===== src/rtl/gal_olmc_bank.sv =====
// gal_olmc_bank: bank of 22V10-style output logic macrocells.
// Serial shadow config chain with atomic commit to active config.
module gal_olmc_bank #(
  parameter int N_CELLS = 10
) (
  input  logic               clk,
  input  logic               rst,
  input  logic [N_CELLS-1:0] sum,
  input  logic [N_CELLS-1:0] oe_term,
  input  logic               sp,
  input  logic [N_CELLS-1:0] pin_in,
  input  logic               cfg_en,
  input  logic               cfg_di,
  input  logic               cfg_commit,
  output logic               cfg_do,
  output logic               cfg_valid,
  output logic [N_CELLS-1:0] pin_out,
  output logic [N_CELLS-1:0] pin_oe,
  output logic [N_CELLS-1:0] fb
);

  localparam int NB = 2 * N_CELLS;

  logic [N_CELLS-1:0] q_q, q_d;
  logic [NB-1:0]      sh_q, sh_d;
  logic [NB-1:0]      cfg_q, cfg_d;
  logic               cfg_valid_q, cfg_valid_d;
  logic [N_CELLS-1:0] s0, s1;

  // Next state: rst over everything, preset over sum; chain is independent of q.
  always_comb begin
    q_d         = sp ? '1 : sum;
    sh_d        = sh_q;
    cfg_d       = cfg_q;
    cfg_valid_d = cfg_valid_q;
    if (cfg_en) begin
      sh_d = {sh_q[NB-2:0], cfg_di};
    end
    if (cfg_commit) begin
      cfg_d       = sh_q;
      cfg_valid_d = 1'b1;
    end
    if (rst) begin
      q_d         = '0;
      sh_d        = '0;
      cfg_d       = '0;
      cfg_valid_d = 1'b0;
    end
  end

  // State registers, reset folded into the next-state logic.
  always_ff @(posedge clk) begin
    q_q         <= q_d;
    sh_q        <= sh_d;
    cfg_q       <= cfg_d;
    cfg_valid_q <= cfg_valid_d;
  end

  // Unpack interleaved active config into per-cell S0/S1.
  always_comb begin
    s0 = '0;
    s1 = '0;
    for (int i = 0; i < N_CELLS; i++) begin
      s0[i] = cfg_q[2*i];
      s1[i] = cfg_q[2*i+1];
    end
  end

  // Output muxes: S1 picks comb vs registered, S0 picks polarity.
  always_comb begin
    pin_out = '0;
    fb      = '0;
    for (int i = 0; i < N_CELLS; i++) begin
      if (s1[i]) begin
        pin_out[i] = s0[i] ? sum[i] : ~sum[i];
        fb[i]      = pin_in[i];
      end else begin
        pin_out[i] = s0[i] ? q_q[i] : ~q_q[i];
        fb[i]      = ~q_q[i];
      end
    end
  end

  assign pin_oe    = oe_term;
  assign cfg_do    = sh_q[NB-1];
  assign cfg_valid = cfg_valid_q;

endmodule

===== config.mk =====
export PLATFORM = sky130hd
export DESIGN_NAME = gal_olmc_bank
export DESIGN_NICKNAME = d
export VERILOG_FILES = /design/src/rtl/gal_olmc_bank.sv
export SDC_FILE = /design/constraint.sdc
export NUM_CORES = 1
export LEC_CHECK = 0
export ABC_AREA = 1
export BUFFER_PORTS_ARGS = -buffer_cell sky130_fd_sc_hd__clkbuf_2
export CAP_MARGIN = 20
export CORE_ASPECT_RATIO = 0.75
export CORE_MARGIN = 1.5
export CORE_UTILIZATION = 40
export CTS_CLUSTER_DIAMETER = 120
export DETAILED_ROUTE_END_ITERATION = 8
export PLACE_DENSITY = 0.65
export SYNTH_ARGS = -nofsm -noshare
export SYNTH_HDL_FRONTEND = slang
export SYNTH_SLANG_ARGS = --single-unit

===== constraint.sdc =====
create_clock -name clk -period 1.6 [get_ports clk]
set_input_delay 0.08 -clock clk [delete_from_list [all_inputs] [get_ports clk]]
set_output_delay 0.08 -clock clk [all_outputs]
set_load 0.005 [all_outputs]

==> out/results.md <==
| Item | Value | Unit |
|:---|:---|:---|
| Biggest cell delay along the critical path | 0.38 | ns |
| Antenna violation net count after detailed routing | 0 | - |
| Detailed-route vias per instance | 4.48 | - |
| 1st-iter DRT viols | 103 | - |
| Hold Buf Count CTS | 0 | - |
| Fill cell count | 591 | - |
| Hold EP | sh_q[0] | - |
| Effective utilization at floorplan | 0.415 | - |
| Layout overhead on the synthesized area | 11.3 | % |
| Final hold violation count | 0 | - |
| Clock buffer count from CTS | 5 | - |
| Top Ports | 68 | - |
| Status | finished, final reports clean | - |
| Post-CTS setup-driven buffer insertion count | 0 | - |
| Element type at the critical path start | flip-flop | - |
| Congestion Overflow GR | 0 | - |
| Setup tns final | 0 | ns |
| Total half-perimeter wirelength after legalization and detailed placement | 3.10 | mm |
| First-pass detailed-route iteration total | 4 | - |
| Sequential-to-total area share from yosys stat | 0.425 | - |
| Final Max Tran Viols | 0 | - |
| Per-cell routed wire length | 9.67 | um |
| Total length of routed wires | 4.54 | mm |
| Insertion delay of the later-clocked pin in the worst-skew pair | 0.29 | ns |
| Largest buffer count on any clock path | 2 | - |
| Highest net fanout along the worst path | 4 | - |
| Cell depth of the worst flop-to-flop path | 2 | - |
| Width of the die | 92.5 | um |
| Final routed DRC violation total | 0 | - |
| Setup slack on the worst flop-to-flop path | 0.89 | ns |
| Clock transition time at the flip-flop clock pins of the worst setup and hold paths | 0.08 | ns |
| Core footprint | 5800 | um2 |
| Share of the clock period used by the worst path | 0.729 | - |
| Fraction of final layout cells with drive strength greater than 1 | 0.191 | - |
| Vertical extent of the die | 70.2 | um |
| H-Tree Level Count | 2 | - |
| Count of cell types in the netlist | 12 | - |
| Crit path top cell by count | sky130_fd_sc_hd__nand2_1 | - |
| Capture instance of the worst register-to-register path | sh_q[19] | - |
| Synthesized area | 2400 | um2 |
| IO Port Bufs | 47 | - |
| Endpoint kind of the worst setup timing path | output port | - |
| Die outline area | 6490 | um2 |
| Layout Skew | 0.00155 | ns |
| Fin cells | 470 | - |
| Tmin final | 1.17 | ns |
| Initial antenna violation count | 0 | - |
| Global routing usage summed across all routing layers | 0.148 | - |
| Sink Count | 51 | - |
| Clock tree from TritonCTS | yes | - |
| Count of final setup violators | 0 | - |
| Synthesized netlist cell count | 360 | - |
| WP data required | 1.52 | ns |
| Worst ir drop on vdd | 336 | uV |
| Std-Cell Rows | 24 | - |
| Crit Path Category | reg2out | - |
| Wire length of the first global-routing pass | 7.73 | mm |
| Largest net degree at the start of global routing | 52 | - |
| Count of vias placed by the detailed router | 2104 | - |
| RSZ-0062 raised after global routing | no | - |
| Number of nets in the synthesized netlist | 396 | - |
| Standard cell with the maximum stage delay on the critical path | sky130_fd_sc_hd__dfxtp_1 | - |
| CP Cell Sequence | inv_1 -> nand2_1 -> nand2_1 -> nand2_1 -> nand2_1 -> clkbuf_2 | - |
| Normalized max-slew margin | 0.608 | - |
| Root buffer cell | sky130_fd_sc_hd__clkbuf_8 | - |
| Overall Power | 2.19 | mW |
| Max frequency | 857 | MHz |
| Number of warnings printed during yosys synthesis | 0 | - |
| Hold/Removal Path Class | in2reg | - |
| Vias in the first global route | 1807 | - |
| Number of register bits inferred by synthesis | 51 | - |
| Crit path arrival time | 1.09 | ns |
| Power density over cell area | 819 | nW/um2 |
| Inst Count DP | 464 | - |
| Standby leakage power | 1.13 | nW |
| Critical hold path startpoint | cfg_di | - |
| WHS Path Cells | 3 | - |
| Final core area utilization | 0.462 | - |
| Global placement routability congestion | 0.721 | - |
| Mean instance size in the synthesized netlist | 6.68 | um2 |
| Worst Max-Slew Pin Slew | 0.588 | ns |
| Nets@finish | 429 | - |
| Final antenna diode count | 0 | - |
| Number of cells upsized or downsized after cts | 0 | - |
| Max-cap check violation count | 0 | - |
| Reg-to-reg startpoint | sh_q[19] | - |
| Beginning of the critical path | cfg_q[4] | - |
-- report_power, final --
part	total (mW)	internal (mW)	switching [mW]
clock	0.668	0.292	0.376
sequential	1.31	1.29	0.0159
combinational	0.218	0.0878	0.130
-- synth_stat cells --
master                     count  area share
sky130_fd_sc_hd__a21oi_1      31       0.065
sky130_fd_sc_hd__a21oi_2      19       0.069
sky130_fd_sc_hd__inv_1        41       0.064
sky130_fd_sc_hd__buf_2         8       0.017
sky130_fd_sc_hd__dfxtp_1      51        0.42
sky130_fd_sc_hd__nor2_1        2      0.0031
sky130_fd_sc_hd__buf_4        14       0.044
sky130_fd_sc_hd__nand2_1     180        0.28
sky130_fd_sc_hd__buf_6         2      0.0094
sky130_fd_sc_hd__o21ai_0      10       0.021
sky130_fd_sc_hd__clkinv_1      1      0.0016
sky130_fd_sc_hd__inv_2         1      0.0016
-- registers in the layout, summed over array words and instances, names as in the netlist --
| signal | cells |
|---|---|
| q_q | 10 |
| sh_q | 20 |
| cfg_q | 20 |
| cfg_valid | 1 |
-- kinds of logic (layout without fill, tap and decap cells) --
family,after synthesis,in the layout,synth area share
AOI/OAI and AO/OA,60,60,0.155
buffers and inverters,67,99,0.137
DFF,51,51,0.425
and+or+nand+nor,182,182,0.284
-- worst max-delay path by stage --
stage	endpoint	slack, ns	cells past startpoint
final	pin_out[2]	0.43	6
after global routing	pin_out[2]	0.32	6
after CTS	pin_out[2]	0.42	6
after detailed placement	sh_q[17]	0.66	4
after global placement	sh_q[6]	0.69	4
after floorplan	pin_out[0]	0.94	5
-- layout by cell type, fill, tap and decap left out, drive strengths merged --
master	instances
a21oi	50
buf	3
clkbuf	53
clkinv	1
dfxtp	51
inv	42
nand2	180
nor2	2
o21ai	10
-- worst max-delay path: cells and delay by family, from the launching register on --
family                 cells  cell delay [ns]
buffers and inverters      2             0.19
flip-flops                 1             0.38
AND/OR/NAND/NOR            4             0.21
-- metal layers --
layer	up-vias	GRT usage	routed length (um)
li1	1143	-	-
met1	925	0.192	2350
met2	31	0.240	1970
met3	5	0.0338	165
met4	0	0.0581	60
met5	-	0	0
-- per-stage QoR --
step,area (um2),hold slack [ns],setup slack [ns]
finish,2680,0.0154,0.433
global route,2680,0.0258,0.315
CTS,2680,0.0159,0.419
detailed placement,2610,0.160,0.660
global placement,2610,0.160,0.691
floorplan,2400,0.227,0.944
-- area by class of cell --
cell class	count	area, um2	share of cell area
multi-input combinational	242	1050	0.394
timing repair buffer	50	270	0.101
clock buffer	6	72.6	0.0271
inverter	43	161	0.0603
tap	78	97.6	0.0364
sequential	51	1020	0.381
Note: power is estimated with default switching activity, not from simulation.
